<file path="config.mk">
export PLATFORM = sky130hd
export DESIGN_NAME = mem_arbiter
export DESIGN_NICKNAME = d
export VERILOG_FILES = /design/src/rtl/mem_arbiter.sv
export SDC_FILE = /design/constraint.sdc
export NUM_CORES = 1
export LEC_CHECK = 0
export BUFFER_PORTS_ARGS = -buffer_cell sky130_fd_sc_hd__buf_2
export CAP_MARGIN = 25
export CORE_UTILIZATION = 30
export DETAILED_ROUTE_END_ITERATION = 8
export SETUP_SLACK_MARGIN = 0.4
export SLEW_MARGIN = 10
export SYNTH_ARGS = -nofsm -noshare
export SYNTH_HDL_FRONTEND = slang
export SYNTH_SLANG_ARGS = --single-unit
</file>
<file path="constraint.sdc">
create_clock -name clock -period 2.8 [get_ports clock]
set_input_delay 0.42 -clock clock [delete_from_list [all_inputs] [get_ports clock]]
set_output_delay 0.42 -clock clock [all_outputs]
set_load 0.03 [all_outputs]
</file>
<file path="src/rtl/mem_arbiter.sv">
// mem_arbiter
//   Shares one single-ported data RAM between instruction fetch (read-only)
//   and the Memory stage (read/write). One access is in flight at a time:
//   IDLE (arbitrate + latch request) -> ACCESS (RAM_LATENCY cycles of ram_ce)
//   -> DONE (1-cycle ready pulse to the owner) -> IDLE.
//
// Parameters
//   RAM_LATENCY  cycles ram_ce is held per access (1..15)
//   MAX_STREAK   consecutive Memory-stage grants while fetch waits before
//                fetch is forced through (1..15)
//
// Ports
//   clock, reset                 clock; synchronous active-high reset
//   if_mc_en/if_mc_addr          fetch request (held until mc_if_ready)
//   mc_if_ready/mc_if_data       fetch completion pulse and read data
//   mem_mc_en/rw/addr/wdata      Memory-stage request (held until mc_mem_ready)
//   mc_mem_ready/mc_mem_rdata    Memory-stage completion pulse and read data
//   ram_ce/we/addr/wdata         RAM control, driven only during ACCESS
//   ram_rdata                    RAM read data, valid on the last ram_ce cycle
module mem_arbiter #(
  parameter int unsigned RAM_LATENCY = 2,
  parameter int unsigned MAX_STREAK  = 4
) (
  input  logic        clock,
  input  logic        reset,
  input  logic        if_mc_en,
  input  logic [17:0] if_mc_addr,
  output logic        mc_if_ready,
  output logic [31:0] mc_if_data,
  input  logic        mem_mc_en,
  input  logic        mem_mc_rw,
  input  logic [17:0] mem_mc_addr,
  input  logic [31:0] mem_mc_wdata,
  output logic        mc_mem_ready,
  output logic [31:0] mc_mem_rdata,
  output logic        ram_ce,
  output logic        ram_we,
  output logic [17:0] ram_addr,
  output logic [31:0] ram_wdata,
  input  logic [31:0] ram_rdata
);

  typedef enum logic [1:0] {
    ST_IDLE,
    ST_ACCESS,
    ST_DONE
  } state_t;

  typedef enum logic [1:0] {
    OWN_NONE,
    OWN_IF,
    OWN_MEM
  } owner_t;

  localparam logic [3:0] LP_LAST = 4'(RAM_LATENCY - 1);
  localparam logic [3:0] LP_MAX  = 4'(MAX_STREAK);

  state_t      r_state;
  state_t      w_next_state;
  owner_t      r_owner;
  logic [3:0]  r_cnt;
  logic [3:0]  r_streak;
  logic [3:0]  w_next_streak;
  logic [17:0] r_addr;
  logic        r_rw;
  logic [31:0] r_wdata;
  logic [31:0] r_if_data;
  logic [31:0] r_mem_data;
  logic        w_grant_if;
  logic        w_grant_mem;
  logic        w_last;

  // Next state, arbitration and outputs.
  always_comb begin
    w_next_state  = r_state;
    w_next_streak = r_streak;
    w_grant_if    = 1'b0;
    w_grant_mem   = 1'b0;
    w_last        = (r_cnt == LP_LAST);

    unique case (r_state)
      ST_IDLE: begin
        // Memory stage has priority unless fetch has already waited out
        // MAX_STREAK Memory grants.
        if (mem_mc_en && (!if_mc_en || (r_streak != LP_MAX))) begin
          w_grant_mem = 1'b1;
        end else if (if_mc_en) begin
          w_grant_if = 1'b1;
        end

        if (w_grant_mem) begin
          // Streak only counts Memory grants that actually made fetch wait.
          if (if_mc_en) begin
            w_next_streak = (r_streak == LP_MAX) ? LP_MAX : r_streak + 4'd1;
          end else begin
            w_next_streak = '0;
          end
        end else if (w_grant_if) begin
          w_next_streak = '0;
        end

        if (w_grant_if || w_grant_mem) begin
          w_next_state = ST_ACCESS;
        end
      end
      ST_ACCESS: begin
        if (w_last) begin
          w_next_state = ST_DONE;
        end
      end
      ST_DONE: begin
        w_next_state = ST_IDLE;
      end
      default: begin
        w_next_state = ST_IDLE;
      end
    endcase

    ram_ce       = (r_state == ST_ACCESS);
    ram_we       = ram_ce && r_rw;
    ram_addr     = ram_ce ? r_addr  : '0;
    ram_wdata    = ram_ce ? r_wdata : '0;
    mc_if_ready  = (r_state == ST_DONE) && (r_owner == OWN_IF);
    mc_mem_ready = (r_state == ST_DONE) && (r_owner == OWN_MEM);
    mc_if_data   = r_if_data;
    mc_mem_rdata = r_mem_data;
  end

  always_ff @(posedge clock) begin
    if (reset) begin
      r_state <= ST_IDLE;
    end else begin
      r_state <= w_next_state;
    end
  end

  always_ff @(posedge clock) begin
    if (reset) begin
      r_owner    <= OWN_NONE;
      r_cnt      <= '0;
      r_streak   <= '0;
      r_addr     <= '0;
      r_rw       <= 1'b0;
      r_wdata    <= '0;
      r_if_data  <= '0;
      r_mem_data <= '0;
    end else begin
      r_streak <= w_next_streak;

      if (w_grant_if) begin
        r_owner <= OWN_IF;
        r_addr  <= if_mc_addr;
        r_rw    <= 1'b0;
        r_wdata <= '0;
        r_cnt   <= '0;
      end else if (w_grant_mem) begin
        r_owner <= OWN_MEM;
        r_addr  <= mem_mc_addr;
        r_rw    <= mem_mc_rw;
        r_wdata <= mem_mc_wdata;
        r_cnt   <= '0;
      end

      if (r_state == ST_ACCESS) begin
        r_cnt <= r_cnt + 4'd1;
        if (w_last) begin
          if (r_owner == OWN_IF) begin
            r_if_data <= ram_rdata;
          end else if (!r_rw) begin
            // Writes leave the last read value on mc_mem_rdata.
            r_mem_data <= ram_rdata;
          end
        end
      end
    end
  end

endmodule

</file>
# Word level (Yosys, flattened, before mapping)
# Index checks and enable logic that the tools add are counted.
dict set report word_totals {
  register_bits 127
  elab_cells 62
  output_inout_bits 118
  input_bits 105
}
dict set report classes {
  addsub 2
  n_mux 23
  n_bitwise 2
  n_eq_ne 9
  n_reduce_logical 16
}
# cell n
set ops {}
lappend ops {{$mux 18} 3}
lappend ops {{$mux 32} 1}
lappend ops {{$mux 4} 7}
lappend ops {{$mux 1} 9}
lappend ops {{$add 4x1->4 const B} 2}
lappend ops {{$eq 2x1->1 const B} 2}
lappend ops {{$eq 2x2->1 const B} 2}
lappend ops {{$eq 4x1->1 const B} 1}
lappend ops {{$eq 4x3->1 const B} 1}
lappend ops {{$logic_and 1x1->1} 4}
lappend ops {{$mux 2} 2}
lappend ops {{$ne 4x3->1 const B} 1}
lappend ops {{$pmux 2 s2} 1}
lappend ops {{$reduce_and 2->1} 2}
lappend ops {{$reduce_and 4->1} 1}
lappend ops {{$reduce_bool 2->1} 2}
lappend ops {{$reduce_and 3->1} 1}
lappend ops {{$reduce_bool 3->1} 1}
lappend ops {{$logic_not 2->1} 1}
lappend ops {{$logic_or 1x1->1} 2}
lappend ops {{$ne 2x1->1 const B} 1}
lappend ops {{$ne 2x2->1 const B} 1}
lappend ops {{$not 1->1} 2}
lappend ops {{$reduce_or 2->1} 1}
lappend ops {{$logic_not 1->1} 1}

# Longest topological paths before layout
# Gate-level depths: netlist of the first run.
dict set report depth {
  word_depth 9
  mapped_depth 8
  mapped_depth_nobuf 6
}

# Worst setup path before layout of the first run
# Ideal clock, no wire load.
dict set report synth_timing {
  path_kind {flip-flop to flip-flop}
  startpoint {reg r_cnt[0]}
  endpoint {reg r_if_data[10] (netlist: mc_if_data[10])}
  stages_incl_launch_ff 8
  required_time_ns 2.672
  period_less_slack_ns 1.964
  setup_time_ns 0.128
  path_slack_ns 0.836
  n_path_buf 2
  arrival_ns 1.836
  path_cell_list {dfxtp_1 > ha_1 > or3b_4 > or4b_1 > buf_2 > buf_6 > mux2i_1 > nor2_1}
}
dict set report synth_between {
  elab_chain_cells 2
}
# element line_no
set synth_lines {}
lappend synth_lines {{start, declared} 61} ;# logic [3:0] r_cnt;
lappend synth_lines {{start signal, assigned} 165} ;# r_cnt <= r_cnt + 4'd1;
lappend synth_lines {{$eq 4x1->1} 79} ;# w_last = (r_cnt == LP_LAST);
lappend synth_lines {{$reduce_and 3->1 (no line)} -}
lappend synth_lines {{end signal, assigned} 168} ;# r_if_data <= ram_rdata;
lappend synth_lines {{end, declared} 67} ;# logic [31:0] r_if_data;
# Every way passes these cells.
# A chain may end at the register's enable or synchronous reset.

# Worst setup path after layout of the first run
dict set report layout_timing {
  startpoint {reg r_cnt[0]}
  endpoint {reg r_if_data[1] (netlist: mc_if_data[1])}
}
# The elaborated chain is that of the path after synthesis.

==> results.json, run 1 <==
{
  "worst_ir_drop_vdd_uv": 394.1,
  "reg2regPathDepth": 6,
  "drc": 0,
  "max_freq_mhz": 446.5,
  "synth_adder_area_share_pct": 1.006,
  "grt_pass1_wl_um": 20740,
  "dieWidth_um": 130.8,
  "start_util_pct": 30.97,
  "clk_pin_slew_ps": 60,
  "fillers": 1611,
  "async_flop_share_pct": 0,
  "multi_input_area_mm2": 0.002178,
  "synthCells": 567,
  "crit_family": "simple AND/OR/NAND/NOR gates",
  "slowest_stage": "or4b_2",
  "rows": 46,
  "synthMuxAreaShare_pct": 6.440,
  "seq_area_frac_synth_pct": 51.12,
  "endpoint": "mc_if_data[1]",
  "die_height_um": 130.8,
  "tightest_slew_ps": 711.4,
  "numPortBuffers": 222,
  "grt_max_degree": 62,
  "ys_ff_latch": 127,
  "crit_start": "r_cnt[0]",
  "vias": 4648,
  "die_area_mm2": 0.01710,
  "max_stage_delay_ps": 650,
  "timing.rr.start": "r_cnt[0]",
  "min_path_type": "input pin to register",
  "p_leak_nw": 3.414,
  "wl_um": 13440,
  "viasPerCell": 4.620,
  "syn_nets": 676,
  "outcome": "complete, no violations",
  "area_growth_syn_to_layout_pct": 38.69,
  "gp_congestion": 0.7320,
  "power_density_mw_per_mm2": 673.9,
  "ioPinCount": 223,
  "reg2reg_setup_slack_ps": 560,
  "synth_edf_count": 0,
  "critPathMaxFanout": 18,
  "holdBufCountCts": 0,
  "layout_common_cells": "buf_2, dfxtp_1, nor2_1, nand2_1, a21oi_1",
  "clock-sinks": 127,
  "final_common_cell": "buf_2",
  "drt-wirelength-per-cell_um": 13.36,
  "tns_ps": 0,
  "gr-total-overflow": 0,
  "cap_viol_max_count": 0,
  "grt_setup_unrepaired": "false",
  "p_total_mw": 4.649,
  "cts.path.max_buffers": 2,
  "relSlewSlack_pct": 52.46,
  "dp.cells": 974,
  "hold_viol": 0,
  "criticalPathCategory": "register to register",
  "fin_cells": 1006,
  "holdWs_ps": 241.1,
  "cts.repair.resized": 0,
  "crit_buf_inv": 1,
  "slew_violations": 0,
  "synth_xor_xnor_area_share_pct": 0.1761,
  "nets": 886,
  "cp_cell_sequence": "ha_1, or3b_4, or4b_2, buf_4, mux2i_1, nor2_1",
  "synth_ff_type": "dfxtp_1",
  "postSynthAreaPerCell_um2": 8.772,
  "seq_area_mm2": 0.002542,
  "grt_pass1_vias": 4370,
  "htree_levels": 4,
  "fin_skew_ps": 9.862,
  "min_period_over_period_pct": 79.98,
  "numCtsBuffers": 17,
  "arrival_ps": 2520,
  "clk_latency_ps": 410,
  "synth_area_mm2": 0.004974,
  "insertedDiodeCount": 0,
  "antenna_found_initial": 0,
  "synth_compound_area_share_pct": 15.47,
  "endpoint_kind": "register",
  "yosys_warnings": 0,
  "cts_tree": "yes",
  "cts_setup_buffers": 0,
  "ys_types": 35,
  "drtPass1Iterations": 4,
  "yosys.area_share.simple_pct": 20.25,
  "cts_root_buf": "clkbuf_16",
  "min_period_ps": 2240,
  "antenna_left": 0,
  "grtUsageTotal_pct": 15.59,
  "drive_above_1_share_pct": 36.84,
  "synth_top_family_by_area": "simple AND/OR/NAND/NOR gates",
  "r2r-end": "mc_if_data[1]",
  "path_depth": 6,
  "crit_required_ps": 3080,
  "core-area_mm2": 0.01606,
  "drt_iter0_drc": 193,
  "finalSetupViolations": 0,
  "dp_hpwl_um": 8908,
  "start_kind": "register"
}
[state kept, by name, indices dropped and copies added (netlist names)]
| register | cells |
|---|---|
| mc_if_data | 32 |
| mc_mem_rdata | 32 |
| r_wdata | 32 |
| r_addr | 18 |
| r_cnt | 4 |
| r_streak | 4 |
| r_owner | 2 |
| r_state | 2 |
| r_rw | 1 |
[through the flow]
stage / instance area, µm² / setup slack [ps] / util (%)
finish: 6898 / 560.5 / 42.96
global route: 6898 / 433.5 / 42.96
CTS: 6895 / 468.0 / 42.94
detailed placement: 6315 / 551.6 / 39.33
global placement: 6315 / 583.7 / 39.33
floorplan: 4974 / 836.0 / -
[power breakdown]
group | switching (mW) | total (mW) | leakage, nW | internal (mW)
Combinational | 0.371 | 0.589 | 2.11 | 0.217
Sequential | 0.0371 | 1.93 | 1.03 | 1.89
Clock | 0.799 | 2.13 | 0.273 | 1.33
Total | 1.21 | 4.65 | 3.41 | 3.44
[cell usage after synthesis (3+ instances only)]
| library cell | n | area [µm²] |
|---|---|---|
| buf_6 | 3 | 33.78 |
| a31oi_1 | 4 | 25.02 |
| a22oi_1 | 33 | 247.7 |
| ha_1 | 4 | 50.05 |
| mux2i_1 | 32 | 320.3 |
| clkbuf_1 | 39 | 146.4 |
| and2_1 | 36 | 225.2 |
| a21oi_1 | 56 | 280.3 |
| nand2_1 | 73 | 274.0 |
| dfxtp_1 | 127 | 2542 |
| nand3_1 | 5 | 25.02 |
| o221a_2 | 18 | 202.7 |
| inv_1 | 21 | 78.83 |
| nor2_1 | 90 | 337.8 |
[how the worst min path moves through the flow]
stage                     cells after the start          endpoint             start  slack (ps)
after global routing                          3       r_wdata[28]  mem_mc_wdata[28]         230
after detailed placement                      2  mc_mem_rdata[16]  mc_mem_rdata[16]         440
after CTS                                     3        r_wdata[2]   mem_mc_wdata[2]         220
after global placement                        2  mc_mem_rdata[11]  mc_mem_rdata[11]         440
final                                         3        r_wdata[2]   mem_mc_wdata[2]         240
after floorplan                               2          r_cnt[3]          r_cnt[3]         450
[cell families (layout without fill, tap and decap cells)]
family,count (synthesis),in the layout
AND/OR/NAND/NOR,223,223
flip-flops,127,127
AO/OA/AOI/OAI,113,113
buffers and inverters,67,290
multiplexers,32,32
adder cells (fa/ha/maj),4,4
XOR/XNOR,1,1
[worst min-delay path: stages]
cell and delay [ps]:
buf_2 70, a22oi_1 50, nor2_1 70
[final cells by class]
cell class                 count  area share [%]
sequential                   127           36.86
multi-input combinational    373           31.58
timing repair buffer         236           18.03
clock buffer                  23           7.219
tap                          216           3.918
clock inverter                 9           1.197
inverter                      22           1.197
[per-layer routing]
layer / vias to the layer above / global-route usage [%] / share of wire [%] / wire length (µm)
met5: - / 0 / 0 / 0
met4: 0 / 5.882 / 1.3 / 176
met3: 13 / 5.537 / 7.5 / 1009
met2: 152 / 25.74 / 47 / 6321
met1: 2155 / 18.55 / 44 / 5930
li1: 2328 / - / - / -
(Power assumes the default switching activity.)
==> run 2, diff against run 1 <==
Clock period 2.8 ns to 2.3 ns, I/O delays scaled along.
==> results.json, run 2 (synthesized netlist as in run 1, its figures left out) <==
{
  "outcome": "complete, no violations",
  "finalSetupViolations": 0,
  "crit_family": "simple AND/OR/NAND/NOR gates",
  "nets": 897,
  "rows": 46,
  "drc": 0,
  "drtPass1Iterations": 4,
  "die_area_mm2": 0.01710,
  "layout_common_cells": "buf_2, dfxtp_1, nor2_1, nand2_1, a21oi_1",
  "core-area_mm2": 0.01606,
  "tns_ps": 0,
  "fin_cells": 1017,
  "htree_levels": 4,
  "cap_viol_max_count": 0,
  "drt_iter0_drc": 222,
  "antenna_found_initial": 0,
  "holdBufCountCts": 0,
  "grt_max_degree": 71,
  "drt-wirelength-per-cell_um": 13.63,
  "critPathMaxFanout": 10,
  "finalInstanceArea_mm2": 0.007297,
  "fillers": 1557,
  "sequentialPowerShare_pct": 39.0,
  "min_period_ps": 1963,
  "seq_area_mm2": 0.002550,
  "slowest_stage": "or4_4",
  "drive_above_1_share_pct": 40.07,
  "final_common_cell": "buf_2",
  "clkPwrFrac_pct": 47.9,
  "die_height_um": 130.8,
  "worst_ir_drop_vdd_uv": 472.1,
  "swShare_pct": 25.49,
  "combPwrFrac_pct": 13.1,
  "slew_violations": 0,
  "placed_area_mm2": 0.006382,
  "crit_buf_inv": 3,
  "min_path_type": "input pin to register",
  "cts_tree": "yes",
  "tightest_slew_ps": 445.3,
  "start_util_pct": 30.97,
  "numPortBuffers": 222,
  "numCtsBuffers": 17,
  "start_kind": "register",
  "grtUsageTotal_pct": 15.83,
  "endpoint_kind": "register",
  "vias": 4648,
  "clk_latency_ps": 420,
  "cts.path.max_buffers": 2,
  "p_sw_mw": 1.539,
  "ioPinCount": 223,
  "insertedDiodeCount": 0,
  "pre_cts_slack_ps": 170.8,
  "criticalPathCategory": "register to register",
  "viasPerCell": 4.570,
  "dp.cells": 981,
  "arrival_ps": 2250,
  "min_period_over_period_pct": 85.34,
  "max_freq_mhz": 509.5,
  "fin_skew_ps": 7.804,
  "dieWidth_um": 130.8,
  "layout_setup_ws_ps": 337.2,
  "relSlewSlack_pct": 70.20,
  "clk_pin_slew_ps": 60,
  "grt_setup_unrepaired": "true",
  "clock-sinks": 127,
  "area_growth_syn_to_layout_pct": 46.72,
  "dp_hpwl_um": 9155,
  "grt_pass1_vias": 4268,
  "cp_cell_sequence": "inv_2, ha_4, or3b_4, buf_6, or4_4, clkbuf_16, nand2_1, a21oi_1",
  "hold_viol": 0,
  "gr-total-overflow": 0,
  "gp_congestion": 0.7493,
  "multi_input_area_mm2": 0.002246,
  "internal_power_mw": 4.498,
  "p_leak_nw": 3.565,
  "max_stage_delay_ps": 500,
  "antenna_left": 0,
  "power_density_mw_per_mm2": 827.3,
  "crit_required_ps": 2590,
  "cts_root_buf": "clkbuf_16",
  "wl_um": 13860,
  "grt_pass1_wl_um": 20840
}
[run 2: changes by cell type in the layout (fill, tap and decap cells not counted), moves of 3 or more]
cell | previous run | this run
buf_2 | 221 | 196
dfxtp_2 | 0 | 3
buf_4 | 13 | 25
bufinv_16 | 1 | 4
nand2_2 | 0 | 4
nand2_1 | 73 | 66
clkinvlp_4 | 5 | 2
buf_12 | 2 | 6
clkbuf_8 | 5 | 2
nand2_4 | 0 | 3
dfxtp_1 | 127 | 123
clkbuf_16 | 17 | 20
clkbuf_4 | 0 | 15
[run 2: worst paths after layout]
kind,start,endpoint,slack (ps),cells past startpoint
min reg2reg,mc_mem_rdata[21],mc_mem_rdata[21],450,2
min,mem_mc_wdata[30],r_wdata[30],160,3
max,r_cnt[1],mc_mem_rdata[18],340,8
max reg2reg,r_cnt[1],mc_mem_rdata[18],340,8
[run 2: stage by stage]
step / hold slack [ps] / utilization (%) / power [mW]
after floorplan: 452.2 / - / 2.841
after global placement: 440.6 / 39.75 / 3.129
after detailed placement: 444.1 / 39.75 / 3.131
after CTS: 141.3 / 44.04 / 6.069
after global routing: 144.4 / 45.44 / 6.295
final: 164.0 / 45.44 / 6.037
[run 2: cell type report]
class | count | share of cell area (%)
flip-flops and latches | 127 | 34.95
multi-input cells | 373 | 30.78
repair buffers | 247 | 20.59
clock buffers | 19 | 6.207
well taps | 216 | 3.704
clock inverters | 13 | 2.538
inverters | 22 | 1.235
[run 2: routing by layer]
metal,up-vias,share of wire (%),GRT usage [%]
met4,0,1.2,6.018
met1,2128,45,18.98
met5,-,0,0
met3,16,7.0,6.352
li1,2353,-,-
met2,151,47,25.37
[run 2: power by group through the flow]
stage	Clock [mW]	Combinational [mW]	Sequential (mW)
2_1_floorplan	0	0.424	2.42
3_3_place_gp	0	0.736	2.39
3_5_place_dp	0	0.738	2.39
4_1_cts	2.97	0.753	2.35
5_1_grt	3.06	0.870	2.36
6_report	2.89	0.791	2.35
[run 2: worst reg2reg max path, delay by kind of cell, from the launching register on]
kind	cells	cell delay, ps
simple gates	3	940
buf+inv	3	400
flops	1	330
fa+ha+maj	1	110
compound gates	1	60
[run 2: what timing repair did]
action	4_1_cts	5_1_grt
endpoints found under the hold margin	0	0
cloned	0	3
setup buffers	0	1
endpoints found under the setup margin	98	98
pin swaps	0	6
gates resized for setup	14	59
==> run 3, diff against run 2 <==
==> constraint.sdc (replaced) <==
create_clock -name clock -period 2.3 [get_ports clock]
set_input_delay 0.46 -clock clock [delete_from_list [all_inputs] [get_ports clock]]
set_output_delay 0.46 -clock clock [all_outputs]
set_load 0.03 [all_outputs]
==> results.json, run 3 (synthesized netlist as in run 1, its figures left out) <==
{
  "clock-sinks": 127,
  "start_kind": "register",
  "slowest_stage": "or4_4",
  "dp.cells": 974,
  "layout_setup_ws_ps": 240.6,
  "tightest_slew_ps": 396.6,
  "gr-total-overflow": 0,
  "antenna_found_initial": 0,
  "viasPerCell": 4.679,
  "fin_cells": 1030,
  "cp_cell_sequence": "inv_2, ha_4, or3b_4, buf_4, or4_4, bufbuf_16, nand2_1, a21oi_1",
  "tns_ps": 0,
  "pre_cts_slack_ps": 133.8,
  "drive_above_1_share_pct": 45.45,
  "criticalPathCategory": "register to register",
  "min_path_type": "input pin to register",
  "htree_levels": 4,
  "numPortBuffers": 222,
  "grt_max_degree": 46,
  "relSlewSlack_pct": 73.56,
  "clk_latency_ps": 420,
  "p_total_mw": 6.140,
  "slew_violations": 0,
  "hold_viol": 0,
  "cap_viol_max_count": 0,
  "arrival_ps": 2350,
  "drt-wirelength-per-cell_um": 15.33,
  "rows": 46,
  "die_height_um": 130.8,
  "utilization_pct": 49.56,
  "start_util_pct": 30.97,
  "vias": 4819,
  "power_density_mw_per_mm2": 771.5,
  "dp_hpwl_um": 8831,
  "cts.path.max_buffers": 2,
  "final_common_cell": "buf_2",
  "critPathMaxFanout": 8,
  "max_stage_delay_ps": 480,
  "antenna_left": 0,
  "drtPass1Iterations": 4,
  "grt_pass1_vias": 4421,
  "drc": 0,
  "cts_root_buf": "clkbuf_16",
  "nets": 910,
  "fillers": 1507,
  "ioPinCount": 223,
  "grtUsageTotal_pct": 17.59,
  "p_leak_nw": 3.778,
  "worst_ir_drop_vdd_uv": 523.4,
  "wl_um": 15790,
  "layout_common_cells": "buf_2, dfxtp_1, nor2_1, nand2_1, a21oi_1",
  "area_growth_syn_to_layout_pct": 60.00,
  "numCtsBuffers": 17,
  "grt_setup_unrepaired": "true",
  "fin_skew_ps": 9.841,
  "min_period_over_period_pct": 89.54,
  "clk_pin_slew_ps": 60,
  "finalSetupViolations": 0,
  "min_period_ps": 2059,
  "insertedDiodeCount": 0,
  "core-area_mm2": 0.01606,
  "grt_pass1_wl_um": 22670,
  "holdBufCountCts": 0,
  "gp_congestion": 0.7452,
  "endpoint_kind": "register",
  "cts_tree": "yes",
  "dieWidth_um": 130.8,
  "max_freq_mhz": 485.6,
  "crit_required_ps": 2590,
  "drt_iter0_drc": 199,
  "die_area_mm2": 0.01710,
  "outcome": "complete, no violations"
}
run 3: cell types whose count changed in the layout (fill, tap and decap cells not counted), moves of 9 or more:
cell / delta
buf_2: -25
clkbuf_4: -15
and2_1: -28
nor2_4: +16
and2_4: +28
nor2_1: -16
buf_6: +50
buf_4: -9
run 3: worst paths after layout:
path / from / end / slack [ps] / cells past startpoint
max: r_cnt[1] / mc_mem_rdata[12] / 240 / 8
min: mem_mc_wdata[22] / r_wdata[22] / 280 / 3
max reg2reg: r_cnt[1] / mc_mem_rdata[12] / 240 / 8
min reg2reg: mc_mem_rdata[10] / mc_mem_rdata[10] / 450 / 2
run 3: worst max-delay path, delay by kind of cell, from the launching register on:
family / cells / cell delay [ps]
AO/OA/AOI/OAI: 1 / 60
adder cells (fa/ha/maj): 1 / 110
AND/OR/NAND/NOR: 3 / 920
buffers and inverters: 3 / 530
flip-flops: 1 / 320
run 3: what timing repair did:
action                                  4_1_cts  5_1_grt
gates cloned                                  8        4
endpoints found under the setup margin      115      117
resized for setup                            66      154
hold endpoints to repair                      0        0
pin swaps                                    13       27
setup buffers                                 8        4
run 3: power breakdown:
part	internal, mW	total [mW]	switching [mW]
clock	1.81	2.79	0.981
combinational	0.427	0.990	0.563
sequential	2.30	2.36	0.0533
run 3: through the flow:
step	hold WS (ps)	area, µm²
after detailed placement	444.3	6344
after CTS	253.1	7413
final	278.8	7958
after global routing	269.4	7958
after floorplan	452.2	4989
after global placement	440.5	6344
run 3: layout make-up:
class / count / area [µm²] / area share [%]
flip-flops and latches: 127 / 2549 / 32.03
multi-input cells: 373 / 2416 / 30.36
repair buffers: 255 / 1938 / 24.36
clock buffers: 22 / 484.2 / 6.085
well taps: 216 / 270.3 / 3.396
clock inverters: 10 / 133.9 / 1.682
inverters: 22 / 95.09 / 1.195
repair inverters: 5 / 71.32 / 0.8962
run 3: per-layer routing:
metal	track usage, %	up-vias	routed length, µm
li1	-	2388	-
met1	21.51	2240	6789
met2	28.54	176	7728
met3	6.148	15	1115
met4	6.356	0	160
met5	0	-	0
